**config.mk**
```make
export PLATFORM = sky130hd
export DESIGN_NAME = zjh_cnt_disp_flat
export DESIGN_NICKNAME = d
export VERILOG_FILES = /design/src/rtl/zjh_cnt_disp_if.sv /design/src/rtl/zjh_cnt_disp.sv /design/src/flat_wrapper.sv
export SDC_FILE = /design/constraint.sdc
export NUM_CORES = 1
export LEC_CHECK = 0
export BUFFER_PORTS_ARGS = -buffer_cell sky130_fd_sc_hd__clkbuf_2
export CAP_MARGIN = 20
export CELL_PAD_IN_SITES_DETAIL_PLACEMENT = 2
export CELL_PAD_IN_SITES_GLOBAL_PLACEMENT = 2
export CORE_ASPECT_RATIO = 0.5
export CORE_MARGIN = 4
export CORE_UTILIZATION = 39
export DETAILED_ROUTE_END_ITERATION = 16
export GPL_TIMING_DRIVEN = 0
export PLACE_DENSITY_LB_ADDON = 0.05
export SYNTH_ARGS = -nofsm -noshare
export SYNTH_HDL_FRONTEND = slang
export SYNTH_SLANG_ARGS = --single-unit
```
**constraint.sdc**
```tcl
create_clock -name Clk -period 3.95 [get_ports Clk]
set_clock_uncertainty 0.1 [all_clocks]
set_input_delay 0.1975 -clock Clk [delete_from_list [all_inputs] [get_ports Clk]]
set_output_delay 0.1975 -clock Clk [all_outputs]
set_load 0.02 [all_outputs]
```
**src/rtl/zjh_cnt_disp_if.sv**
```systemverilog
// Bundles the upstream count/carry inputs and the display/cascade outputs
// of zjh_cnt_disp.
//   Cin  : carry from the upstream mod-14 counter (high while its count = 13)
//   Qlo  : upstream low-digit count {Q3,Q2,Q1,Q0}
//   Qhi  : high-digit count (registered)
//   Cout : cascade carry to a further stage (combinational)
//   Seg  : segment drive {g,f,e,d,c,b,a}, active-high (registered)
//   Dig  : one-hot digit enable, bit0 = low digit, bit1 = high digit (registered)
interface zjh_cnt_disp_if;
   logic       Cin;
   logic [3:0] Qlo;
   logic [3:0] Qhi;
   logic       Cout;
   logic [6:0] Seg;
   logic [1:0] Dig;

   // master drives the counter inputs and observes the display
   modport master (output Cin, Qlo, input Qhi, Cout, Seg, Dig);
   // slave is the display/counter stage itself
   modport slave  (input Cin, Qlo, output Qhi, Cout, Seg, Dig);
endinterface : zjh_cnt_disp_if

```
**src/rtl/zjh_cnt_disp.sv**
```systemverilog
// High-digit counter and 2-digit multiplexed 7-segment driver placed after a
// 4-bit mod-14 counter.
//   Clk : rising-edge clock
//   MR  : asynchronous active-high reset
//   bus : zjh_cnt_disp_if.slave (Cin, Qlo in; Qhi, Cout, Seg, Dig out)
// Parameters:
//   HI_MOD   : high-digit modulus (2..16)
//   SCAN_DIV : clock cycles per digit slot (2..65535)
//   BLANK    : 1 blanks the high digit while it is 0
module zjh_cnt_disp #(
   parameter int unsigned HI_MOD   = 10,
   parameter int unsigned SCAN_DIV = 4,
   parameter int unsigned BLANK    = 1
) (
   input  logic           Clk,
   input  logic           MR,
   zjh_cnt_disp_if.slave  bus
);

   localparam int unsigned QW    = 4;
   localparam int unsigned SCANW = 16;
   localparam int unsigned SEGW  = 7;

   localparam logic [QW-1:0]    HI_MAX   = QW'(HI_MOD - 1);
   localparam logic [SCANW-1:0] SCAN_MAX = SCANW'(SCAN_DIV - 1);
   localparam logic             BLANK_EN = (BLANK != 0);

   logic [QW-1:0]    qhi_q,  qhi_d;
   logic [SCANW-1:0] scan_q, scan_d;
   logic             sel_q,  sel_d;
   logic [SEGW-1:0]  seg_q,  seg_d;
   logic [1:0]       dig_q,  dig_d;
   logic             scan_wrap;

   // Hex digit to active-high {g,f,e,d,c,b,a} pattern.
   function automatic logic [SEGW-1:0] glyph(input logic [QW-1:0] v);
      logic [SEGW-1:0] g;
      case (v)
         4'h0:    g = 7'h3F;
         4'h1:    g = 7'h06;
         4'h2:    g = 7'h5B;
         4'h3:    g = 7'h4F;
         4'h4:    g = 7'h66;
         4'h5:    g = 7'h6D;
         4'h6:    g = 7'h7D;
         4'h7:    g = 7'h07;
         4'h8:    g = 7'h7F;
         4'h9:    g = 7'h6F;
         4'hA:    g = 7'h77;
         4'hB:    g = 7'h7C;
         4'hC:    g = 7'h39;
         4'hD:    g = 7'h5E;
         4'hE:    g = 7'h79;
         default: g = 7'h71;
      endcase
      return g;
   endfunction

   assign scan_wrap = (scan_q == SCAN_MAX);

   // Next-state: high-digit count, scan divider, digit select and display.
   always_comb begin
      qhi_d  = qhi_q;
      scan_d = scan_q + SCANW'(1);
      sel_d  = sel_q;
      seg_d  = glyph(bus.Qlo);
      dig_d  = 2'b01;

      if (bus.Cin) begin
         qhi_d = (qhi_q == HI_MAX) ? '0 : qhi_q + QW'(1);
      end

      if (scan_wrap) begin
         scan_d = '0;
         sel_d  = ~sel_q;
      end

      // Display uses the current (pre-increment) Qhi and sel, giving one
      // cycle of latency from both.
      if (sel_q) begin
         dig_d = 2'b10;
         seg_d = (BLANK_EN && (qhi_q == '0)) ? '0 : glyph(qhi_q);
      end
   end

   // State and output registers.
   always_ff @(posedge Clk or posedge MR) begin
      if (MR) begin
         qhi_q  <= '0;
         scan_q <= '0;
         sel_q  <= 1'b0;
         seg_q  <= '0;
         dig_q  <= '0;
      end else begin
         qhi_q  <= qhi_d;
         scan_q <= scan_d;
         sel_q  <= sel_d;
         seg_q  <= seg_d;
         dig_q  <= dig_d;
      end
   end

   // Cascade carry is combinational so a following stage increments on the
   // same edge as this one wraps.
   assign bus.Cout = bus.Cin && (qhi_q == HI_MAX);
   assign bus.Qhi  = qhi_q;
   assign bus.Seg  = seg_q;
   assign bus.Dig  = dig_q;

endmodule : zjh_cnt_disp

```
**src/flat_wrapper.sv**
```systemverilog
// flat-port wrapper written by rule: the top's interface ports become plain ports
module zjh_cnt_disp_flat 
#(
   parameter int unsigned HI_MOD   = 10,
   parameter int unsigned SCAN_DIV = 4,
   parameter int unsigned BLANK    = 1
)
  (Clk, MR, bus_Cin, bus_Qlo, bus_Qhi, bus_Cout, bus_Seg, bus_Dig);
  zjh_cnt_disp_if bus_i ();
  input  logic Clk;
  input  logic MR;
  input wire logic [$bits(bus_i.Cin)-1:0] bus_Cin;
  input wire logic [$bits(bus_i.Qlo)-1:0] bus_Qlo;
  output wire logic [$bits(bus_i.Qhi)-1:0] bus_Qhi;
  output wire logic [$bits(bus_i.Cout)-1:0] bus_Cout;
  output wire logic [$bits(bus_i.Seg)-1:0] bus_Seg;
  output wire logic [$bits(bus_i.Dig)-1:0] bus_Dig;
  assign bus_i.Cin = bus_Cin;
  assign bus_i.Qlo = bus_Qlo;
  assign bus_Qhi = bus_i.Qhi;
  assign bus_Cout = bus_i.Cout;
  assign bus_Seg = bus_i.Seg;
  assign bus_Dig = bus_i.Dig;
  zjh_cnt_disp #(.HI_MOD(HI_MOD), .SCAN_DIV(SCAN_DIV), .BLANK(BLANK)) u_core (.Clk(Clk), .MR(MR), .bus(bus_i));
endmodule
```
==> After elaboration in Yosys (flattened, before gate mapping) <==
Memory sizes are Yosys's and may differ from the RTL's.
Cells that the tools add are included.
{ "word_totals": {"memories": 2, "mem_bits_ro": 224, "inputBits": 7, "output_inout_bits": 14, "ff_bits": 30, "elab_cells": 19} }
{ "op_classes": {"eq_ne": 2, "n_reduce_logical": 2, "bitwise_logic": 1, "add_sub_neg": 2, "n_mux": 5} }
{ "mem_list": {"columns": ["memory", "depth", "word_bits", "rd", "rd_clocked_by_memory_dff", "write_ports", "line_no", "source"], "rows": [
  ["(no name shown)", 16, 7, 1, 0, 0, "zjh_cnt_disp.sv:38", "case (v)"],
  ["(no name shown)", 16, 7, 1, 0, 0, "zjh_cnt_disp.sv:38", null]
]} }
{ "ops": {"columns": ["cell", "count"], "rows": [
  ["$add 16x1->16 const B", 1],
  ["$eq 16x2->1 const B", 1],
  ["$mux 16", 1],
  ["$mux 7", 2],
  ["$add 4x1->4 const B", 1],
  ["$eq 4x4->1 const B", 1],
  ["$logic_not 4->1", 1],
  ["$mux 4", 1],
  ["$mux 2", 1],
  ["$logic_and 1x1->1", 1],
  ["$not 1->1", 1]
]} }

==> Depth between registers and ports, before layout <==
{ "depth": {"depth_word": 3, "depth_mapped": 6, "ltp_nobuf": 6} }

==> Worst setup path before layout <==
Ideal clock, no wire load.
{ "synth_path": {"path_kind": "register to register", "start": "reg u_core.qhi_q[0], in the netlist u_core.bus.Qhi[0]", "end": "reg u_core.seg_q[1], in the netlist u_core.bus.Seg[1]", "path_stages_with_launch": 6, "arrival_time_ns": 1.474, "setup_ns": 0.122, "slack_ns": 2.255, "cell_sequence": "dfrtp_1 > inv_1 > ha_1 > nor2b_1 > o21ai_0 > a32o_1"} }
{ "synth_via": {"elab_chain_len": 3} }
{ "synth_rtl": {"columns": ["element", "line_no", "source"], "rows": [
  ["from (decl)", "zjh_cnt_disp.sv:28", "logic [QW-1:0] qhi_q, qhi_d;"],
  ["from (signal assigned)", "zjh_cnt_disp.sv:95", "qhi_q <= qhi_d;"],
  ["$mem_v2 16x7 or $logic_not 4->1 (tied branches)", null, null],
  ["$mux 7 *", "zjh_cnt_disp.sv:82", "seg_d = (BLANK_EN && (qhi_q == '0)) ? '0 : glyph(qhi_q);"],
  ["$mux 7 *", "zjh_cnt_disp.sv:80", "if (sel_q) begin"],
  ["net u_core.seg_d[1]", "zjh_cnt_disp.sv:31", "logic [SEGW-1:0] seg_q, seg_d;"],
  ["to (signal assigned)", "zjh_cnt_disp.sv:98", "seg_q <= seg_d;"],
  ["to (decl)", "zjh_cnt_disp.sv:31", null]
]} }
Mark *: on every way through the listed nets, which the timed path passes. The rest lies on a longest branch.
A chain may end at the register's enable or synchronous reset.

==> Final worst setup path <==
{ "layout_path": {"start": "reg u_core.qhi_q[1], in the netlist u_core.bus.Qhi[1]", "end": "out bus_Cout"} }
{ "layout_via": {"elab_chain_len": 2} }
{ "layout_rtl": {"columns": ["element", "line_no", "source"], "rows": [
  ["$eq 4x4->1", "zjh_cnt_disp.sv:105", "assign bus.Cout = bus.Cin && (qhi_q == HI_MAX);"],
  ["$logic_and 1x1->1", "zjh_cnt_disp.sv:105", null],
  ["to (decl)", "flat_wrapper.sv:15", "output wire logic [$bits(bus_i.Cout)-1:0] bus_Cout;"]
]} }
No other way between the ends.

==> results.json <==
{
  "ant_nets": 0,
  "drive_gt1_frac": 0.202,
  "status": "completed",
  "n_fill_cell": 453,
  "syn_to_final_growth_pct": 16.6,
  "grt_pass1_vias": 1557,
  "clk_path_buf_depth": 2,
  "grt_pass1_wl_mm": 7.99,
  "period_share": 0.514,
  "design.die.area_um2": 5640,
  "rsz0062_at_grt": "no",
  "num_rows": 16,
  "ys.flop_type": "dfrtp_1",
  "track_usage": 0.196,
  "layout_setup_ws_ns": 1.92,
  "reg2regPathDepth": 5,
  "start_util": 0.424,
  "power.total_mw": 1.02,
  "cp.required_ns": 3.65,
  "dr_total_vias": 1346,
  "crit-reg2reg-launch": "u_core.bus.Qhi[0]",
  "place_ws_ns": 2.13,
  "cts-htree-levels": 2,
  "crit_path_top_delay_cell": "dfrtp_1",
  "worstHoldPathType": "input port to register",
  "cts_tree": "done",
  "setup-violations-final": 0,
  "min_period_ns": 2.03,
  "clock_latency_ns": 0.28,
  "ys_ff_latch": 30,
  "yosysTopAreaCellShare": 0.434,
  "seqPwrFrac": 0.367,
  "cap_violations": 0,
  "multi_input_area_um2": 915,
  "whs_path_depth": 3,
  "placed_cells": 245,
  "port_buffers": 20,
  "area.sequential_um2": 751,
  "yosysWarningCount": 0,
  "n_antenna_cell": 0,
  "drc": 0,
  "syn_avg_cell_area_um2": 10.2,
  "crit_fanout": 10,
  "first_pass_iters": 4,
  "cp.arrival_ns": 1.73,
  "swShare": 0.393,
  "max-slew-margin-rel": 0.738,
  "ir_drop_v": 0.000325,
  "nets": 220,
  "start_kind": "register",
  "synth.distinct_cells": 39,
  "root_buffer": "clkbuf_8",
  "hold_violations": 0,
  "path_class": "register to output port",
  "grt_start_max_net_pins": 25,
  "hold_end": "u_core.bus.Qhi[1]",
  "endpoint_kind": "output port",
  "path_cells": "inv_1 > ha_1 > and4_1 > clkbuf_2",
  "synth_area_um2": 1730,
  "core_um2": 4080,
  "setup_tns_ns": 0,
  "cts_buffers": 5,
  "clock_sinks": 30,
  "cts.repair.resized": 0,
  "ys_top_cells_by_area": "dfrtp_1 (43%), ha_1 (10%), xnor2_1 (7.1%)",
  "synthesis.instances": 170,
  "stdcell_count": 252,
  "p_clk_frac": 0.239,
  "antenna_found_initial": 0,
  "gp_congestion": 0.699,
  "p_per_area_nw_per_um2": 507,
  "dp_hpwl_mm": 3.56,
  "boundaryPins": 21,
  "power.switching_uw": 402,
  "ys_async_sr_fraction": 1.00,
  "cp_slowest_stage_delay_ns": 0.50,
  "die_w_um": 102,
  "wirelength_mm": 4.72,
  "ys_seq_area_frac": 0.434,
  "p_leak_nw": 0.953,
  "syn_nets": 191,
  "cp_top_family": "flip-flops",
  "cp.buffers_inverters": 2,
  "power.internal_uw": 622,
  "dr.first_iter.drc_count": 58,
  "slew_viol_final": 0,
  "max_freq_mhz": 492,
  "regToRegEndpoint": "u_core.bus.Seg[1]",
  "crit_path_start": "u_core.bus.Qhi[1]",
  "synth-edff-count": 0,
  "r2r_slack_ns": 2.11,
  "clk_pin_slew_ns": 0.06,
  "vias_per_cell": 5.34,
  "grt_overflow": 0,
  "yosysTopAreaCell": "dfrtp_1",
  "power_frac_comb": 0.394,
  "wl_per_cell_um": 18.7,
  "worstHoldStart": "bus_Cin",
  "die_h_um": 55.1,
  "worstMarginPinSlew_ns": 0.394
}
[cell usage after synthesis (all sizes together) (2+ instances only)]
cell   instances
nor3           4
o21ai          9
xor2           4
and3           3
inv           10
nand4          3
nand2         12
ha            14
xnor2         14
mux2i          4
nor4           2
o22ai          2
dfrtp         30
nor2b          8
a21oi          6
nand3          7
nor2          14
and4           3
buf            5
[power groups by stage]
stage	Sequential (mW)	Combinational (mW)	Clock, mW
after floorplan	0.404	0.247	0
after global placement	0.380	0.380	0
after detailed placement	0.383	0.405	0
after CTS	0.377	0.408	0.252
after global routing	0.384	0.457	0.271
final	0.376	0.403	0.245
[sequential cells by signal (all words and copies together), names as in the netlist]
signal and count:
u_core.scan_q 16, u_core.bus.Seg 7, u_core.bus.Qhi 4, u_core.sel_q 1, u_core.bus.Dig 2
[worst register-to-register path, delay by kind of cell, from the launching register on]
kind	cells	cell delay, ns
adders and majority gates	1	0.33
buffers and inverters	1	0.14
DFF	1	0.55
AOI/OAI and AO/OA	2	0.42
and+or+nand+nor	1	0.17
[worst max path at each step]
stage,to,depth (start not counted)
3_3_place_gp,u_core.bus.Seg[1],5
3_5_place_dp,u_core.bus.Seg[1],5
5_1_grt,bus_Cout,4
6_report,bus_Cout,4
4_1_cts,bus_Cout,4
2_1_floorplan,u_core.bus.Seg[1],5
[placed cells by master (no fill, tap or decap), types with 3 or more instances in the layout]
cell type / n
o21ai_0: 9
nand3_1: 7
clkbuf_2: 20
inv_1: 10
nor3_1: 3
nand2_1: 12
nor2b_1: 8
mux2i_1: 4
dfrtp_1: 30
xor2_1: 4
buf_2: 5
nor2_1: 14
ha_1: 14
a21oi_1: 6
clkbuf_8: 6
xnor2_1: 14
[logic make-up (layout without fill, tap and decap cells)]
logic type | Yosys count | in the layout | share of synthesized area
flip-flops | 30 | 30 | 0.434
adder cells (fa/ha/maj) | 14 | 14 | 0.101
XOR/XNOR | 18 | 18 | 0.0910
multiplexers | 6 | 6 | 0.0426
AND/OR/NAND/NOR | 59 | 59 | 0.194
AO/OA/AOI/OAI | 27 | 27 | 0.0990
buffers and inverters | 16 | 44 | 0.0383
[metal layers]
metal / vias up / GRT usage / share of wire
li1: 643 / - / -
met1: 682 / 0.238 / 0.46
met4: 0 / 0.0915 / 0.019
met5: - / 0 / 0
met3: 8 / 0.0438 / 0.021
met2: 13 / 0.341 / 0.50
[stage by stage]
step           hold WS (ns)  area (um^2)  utilization
2_1_floorplan         0.188         1730            -
5_1_grt               0.217         2020        0.494
3_5_place_dp         0.0802         1930        0.472
4_1_cts               0.197         2020        0.494
6_report              0.203         2020        0.494
3_3_place_gp          0.353         1900        0.465
[final cells by class]
cell class	instances	share of cell area
Multi-Input combinational cell	124	0.453
Sequential cell	30	0.372
Timing Repair Buffer	22	0.0682
Clock buffer	6	0.0409
Tap cell	54	0.0335
Inverter	10	0.0186
Buffer	6	0.0143
[repair_timing]
item                      in CTS  in global routing
hold buffers                   1                  0
hold endpoints to repair       6                  0
buffers inserted               0                  0
Note: power is estimated with default switching activity, not from simulation.
